## src/rtl/msrv32_pipe_skid_reg.sv

```systemverilog
// msrv32_pipe_skid_reg: pipeline register with valid/ready handshake.
// SKID=1 gives a two-entry skid stage whose ready_out is a flop, which
// breaks the ready_in -> ready_out timing path. SKID=0 gives a single
// register with combinational ready_out.
// Optional feature: define MSRV32_PIPE_STALL_CNT_EN to build the 16-bit
// saturating back-pressure counter. Without it, stall_cnt_out is tied to 0.

module msrv32_pipe_skid_reg #(
    parameter int unsigned DATA_W = 64,
    parameter int unsigned SKID   = 1
) (
    input  logic              clk_in,
    input  logic              reset_n_in,
    input  logic              valid_in,
    input  logic [DATA_W-1:0] data_in,
    output logic              ready_out,
    output logic              valid_out,
    output logic [DATA_W-1:0] data_out,
    input  logic              ready_in,
    input  logic              flush_in,
    output logic [15:0]       stall_cnt_out
);

    localparam int unsigned CNT_W = 16;

    typedef enum logic [1:0] {
        ST_EMPTY = 2'd0,
        ST_ONE   = 2'd1,
        ST_TWO   = 2'd2
    } skid_state_e;

    // Handshake qualifiers. A flush blocks that cycle's upstream transfer.
    logic up_xfer_c;
    logic dn_xfer_c;

    assign up_xfer_c = valid_in & ready_out & ~flush_in;
    assign dn_xfer_c = valid_out & ready_in;

    generate
        if (SKID != 0) begin : g_skid
            skid_state_e       state;
            logic [DATA_W-1:0] skid_q;

            // Two-entry skid FSM. data_out is the main entry and skid_q
            // catches the word accepted while downstream stalls.
            // ready_out is low only in ST_TWO.
            always_ff @(posedge clk_in or negedge reset_n_in) begin
                if (!reset_n_in) begin
                    state     <= ST_EMPTY;
                    valid_out <= 1'b0;
                    ready_out <= 1'b1;
                    data_out  <= '0;
                    skid_q    <= '0;
                end else if (flush_in) begin
                    state     <= ST_EMPTY;
                    valid_out <= 1'b0;
                    ready_out <= 1'b1;
                end else begin
                    case (state)
                        ST_EMPTY: begin
                            if (up_xfer_c) begin
                                data_out  <= data_in;
                                valid_out <= 1'b1;
                                state     <= ST_ONE;
                            end
                        end
                        ST_ONE: begin
                            if (up_xfer_c && dn_xfer_c) begin
                                data_out <= data_in;
                            end else if (up_xfer_c) begin
                                skid_q    <= data_in;
                                ready_out <= 1'b0;
                                state     <= ST_TWO;
                            end else if (dn_xfer_c) begin
                                valid_out <= 1'b0;
                                state     <= ST_EMPTY;
                            end
                        end
                        ST_TWO: begin
                            if (dn_xfer_c) begin
                                data_out  <= skid_q;
                                ready_out <= 1'b1;
                                state     <= ST_ONE;
                            end
                        end
                        default: begin
                            state     <= ST_EMPTY;
                            valid_out <= 1'b0;
                            ready_out <= 1'b1;
                        end
                    endcase
                end
            end
        end else begin : g_reg
            // The stage can take a new word when it is empty, or when the
            // held word leaves in the same cycle.
            assign ready_out = ~valid_out | ready_in;

            // Single register stage: it reloads on every upstream transfer.
            always_ff @(posedge clk_in or negedge reset_n_in) begin
                if (!reset_n_in) begin
                    valid_out <= 1'b0;
                    data_out  <= '0;
                end else if (flush_in) begin
                    valid_out <= 1'b0;
                end else if (up_xfer_c) begin
                    data_out  <= data_in;
                    valid_out <= 1'b1;
                end else if (dn_xfer_c) begin
                    valid_out <= 1'b0;
                end
            end
        end
    endgenerate

`ifdef MSRV32_PIPE_STALL_CNT_EN
    logic [CNT_W-1:0] stall_cnt_q;

    // Count the edges where a valid word is stalled. The count saturates
    // at all-ones and clears only on reset.
    always_ff @(posedge clk_in or negedge reset_n_in) begin
        if (!reset_n_in) begin
            stall_cnt_q <= '0;
        end else if (valid_out && !ready_in && (stall_cnt_q != '1)) begin
            stall_cnt_q <= stall_cnt_q + CNT_W'(1);
        end
    end

    assign stall_cnt_out = stall_cnt_q;
`else
    assign stall_cnt_out = '0;
`endif

endmodule

```

## config.mk

```make
export PLATFORM = sky130hd
export DESIGN_NAME = msrv32_pipe_skid_reg
export DESIGN_NICKNAME = d
export VERILOG_FILES = /design/src/rtl/msrv32_pipe_skid_reg.sv
export SDC_FILE = /design/constraint.sdc
export NUM_CORES = 1
export LEC_CHECK = 0
export CAP_MARGIN = 30
export CORE_MARGIN = 5
export CORE_UTILIZATION = 40
export DETAILED_ROUTE_END_ITERATION = 6
export HOLD_SLACK_MARGIN = 0.1
export PLACE_DENSITY_LB_ADDON = 0.15
export SLEW_MARGIN = 10
export SYNTH_ARGS = -nofsm -noshare
export SYNTH_HDL_FRONTEND = slang
export SYNTH_SLANG_ARGS = --single-unit
```

## constraint.sdc

```tcl
create_clock -name clk_in -period 1.9 [get_ports clk_in]
set_clock_uncertainty 0.15 [all_clocks]
set_input_delay 0.285 -clock clk_in [delete_from_list [all_inputs] [get_ports clk_in]]
set_output_delay 0.285 -clock clk_in [all_outputs]
set_load 0.02 [all_outputs]
```

==> results.toml <==
[run_status]
outcome = "finished clean"

[pwr]
total_power_mw = 12.4
p_clk_share_pct = 24.0
sw_frac_of_total_pct = 29.6
power_switching_mw = 3.67
cellLeakagePower_nw = 3.52
seqPwrFrac_pct = 39.4
p_int_mw = 8.74
ir_drop_mv = 0.877
power_density_nw_per_um2 = 1490
p_comb_share_pct = 36.5

[finish]
syn2layout_area_growth_pct = 39.6
drive_gt1_share_pct = 45.5
finalNetCount = 612
final_cell_area_um2 = 8320
postLayoutCoreUtil_pct = 57.0
layout.cells.non_filler = 736
nFillCells = 1183
antenna_cells = 0

[run]
cap_violations = 0

[die]
start_util_pct = 40.9
rows = 44
dieArea_um2 = 17400
num_io_pins = 151
die_width_um = 132
dieHeight_um = 132
core_region_area_um2 = 14600

[hold_path]
hp-class = "input pin to asynchronous set/reset pin"

[critical_path]
cp_cell_sequence = "nand2b_4 > o32ai_4 > buf_6 > clkbuf_16 > mux2_4"
cp.arrival_ns = 2.02
worst-path-max-fanout = 7
path_class = "register to register"
required_ns = 2.04
crit_path_max_incr_delay_ns = 0.41
crit_slowest_cell = "dfrtp_1"
crit_path_start_kind = "register"
crit_path_end_kind = "register"
startpoint = "g_skid.state[0]"
ff2ff_setup_slack_ns = 0.02
rr_startpoint = "g_skid.state[0]"

[placed_design]
dpl-instance-area_um2 = 7600
gp_congestion = 0.698
dp_hpwl_um = 8490
port_buffers = 134
dp.cells = 702
post-place-ws_ns = -0.336

[logic_synthesis]
syn_area_um2 = 5960
avgSynthCellArea_um2 = 15.5
synth_top_area_share_pct = 55.0
synth-async-reset-ratio_pct = 100
synth_top_cell_by_area = "dfrtp_1"
synth_cell_types = 29
synth_area_leaders = "dfrtp_1, mux2_2, mux2_4, buf_4, buf_6"
synth_ff_type = "dfrtp_1"
synth_seq_cells = 132
ys_seq_area_share_pct = 55.4
yosys_warnings = 0
syn_inst = 385
synth_edf_count = 0

[sta]
max_clock_freq_ghz = 0.532
rsz0062_at_grt = "yes"
slew_viol_final = 0
period_minus_slack_ns = 1.88
setup_tns_ns = 0
fin_hold_ws_ns = 0.190
fin_ws_ns = 0.0208
setup_viol = 0
hold_viol = 0
fin_crit_sh_pct = 98.9

[clocking]
cts_buffer_depth = 2
numClockSinks = 132
clkLatencyLatePin_ns = 0.42
root_buffer = "clkbuf_16"
numCtsBuffers = 17
htree_levels = 4
path_clk_slew_ns = 0.05
cts_tree = "yes"

[detailed_routing]
drc_errors = 0
detail-route-antenna-nets = 0
viasPerCell = 4.94
dr.pass1.iters = 4
wirelength_um = 12900
vias = 3637
first_iter_violations = 120
post_drt_wl_per_cell_um = 17.6

[global_route]
antenna_found_initial = 0
grt_overflow = 0
track_usage_pct = 15.3
grt_pass1_vias = 4066
grt_max_degree = 51
grt_pass1_wl_um = 21200
[final cells by class]
cell class	instances	area [um^2]	share of cell area (%)
Clock buffer	24	522	6.27
Inverter	1	3.75	0.0451
Sequential cell	132	3310	39.7
Clock inverter	4	22.5	0.271
Tap cell	184	230	2.77
Multi-Input combinational cell	231	2530	30.4
Timing Repair Buffer	160	1710	20.5
[power by group through the flow]
stage / logic [mW] / clock network [mW] / registers, mW
finish: 4.53 / 2.98 / 4.89
global route: 4.83 / 3.20 / 5.07
CTS: 4.51 / 3.07 / 4.90
detailed placement: 4.49 / 0 / 4.92
global placement: 4.40 / 0 / 4.86
floorplan: 1.76 / 0 / 5.57
[layout by cell type (no fill, tap or decap), types with 2 or more instances in the layout]
master / instances
clkdlybuf4s50_1: 130
buf_6: 3
mux2_1: 4
mux2_4: 24
conb_1: 16
clkbuf_8: 7
dlygate4sd2_1: 2
a21oi_1: 3
buf_12: 8
clkbuf_16: 20
clkinv_2: 3
buf_4: 11
dfrtp_1: 129
dfrtp_2: 2
nor2_1: 2
nand3b_1: 2
mux2_2: 164
[kinds of logic (layout without fill, tap and decap cells)]
kind of cell           Yosys count  after routing  share of synthesized area, %
multiplexers                   192            192                          36.9
flip-flops                     132            132                          55.4
buffers and inverters           37            189                          4.49
AND/OR/NAND/NOR                 13             13                          1.47
AO/OA/AOI/OAI                   10             10                          1.64
other                            1             16                        0.0629
[Yosys cell counts, types with 2 or more instances]
master,count
a21oi_1,3
buf_2,13
buf_4,16
buf_6,7
dfrtp_1,131
mux2_1,6
mux2_2,176
mux2_4,10
nand3b_1,2
nor2_1,2
[sequential cells by signal (all words and copies together) (netlist names)]
| register | cells |
|---|---|
| data_out | 64 |
| g_skid.skid_q | 64 |
| g_skid.state | 2 |
| ready_out | 1 |
| valid_out | 1 |
[worst max-delay path: cells and delay by family (launching register included)]
family	cells	cell delay [ns]
flops	1	0.41
buf+inv	2	0.37
mux	1	0.30
compound gates	1	0.35
simple gates	1	0.17
[what timing repair did]
action	CTS	global route
pin swaps	1	2
gates cloned	0	3
hold endpoints to repair	132	0
setup endpoints to repair	53	102
hold buffers	1	0
setup buffers	0	2
resized for setup	7	12
[final timing paths]
kind                                          end  cells past startpoint
worst min-delay path                 data_out[60]                      2
worst min register to register  g_skid.skid_q[11]                      1
min in group clk_in             g_skid.skid_q[11]                      1
max in group asynchronous            data_out[32]                      3
worst max register to register       data_out[42]                      5
worst max-delay path                 data_out[42]                      5
[per-layer routing]
metal / part of all wire [%] / up-vias / GRT usage [%]
met5: 0 / - / 0
met4: 1.4 / 0 / 5.49
met3: 6.1 / 15 / 6.11
met2: 50 / 96 / 25.8
met1: 43 / 1864 / 17.5
li1: - / 1662 / -
(Power assumes the default switching activity.)
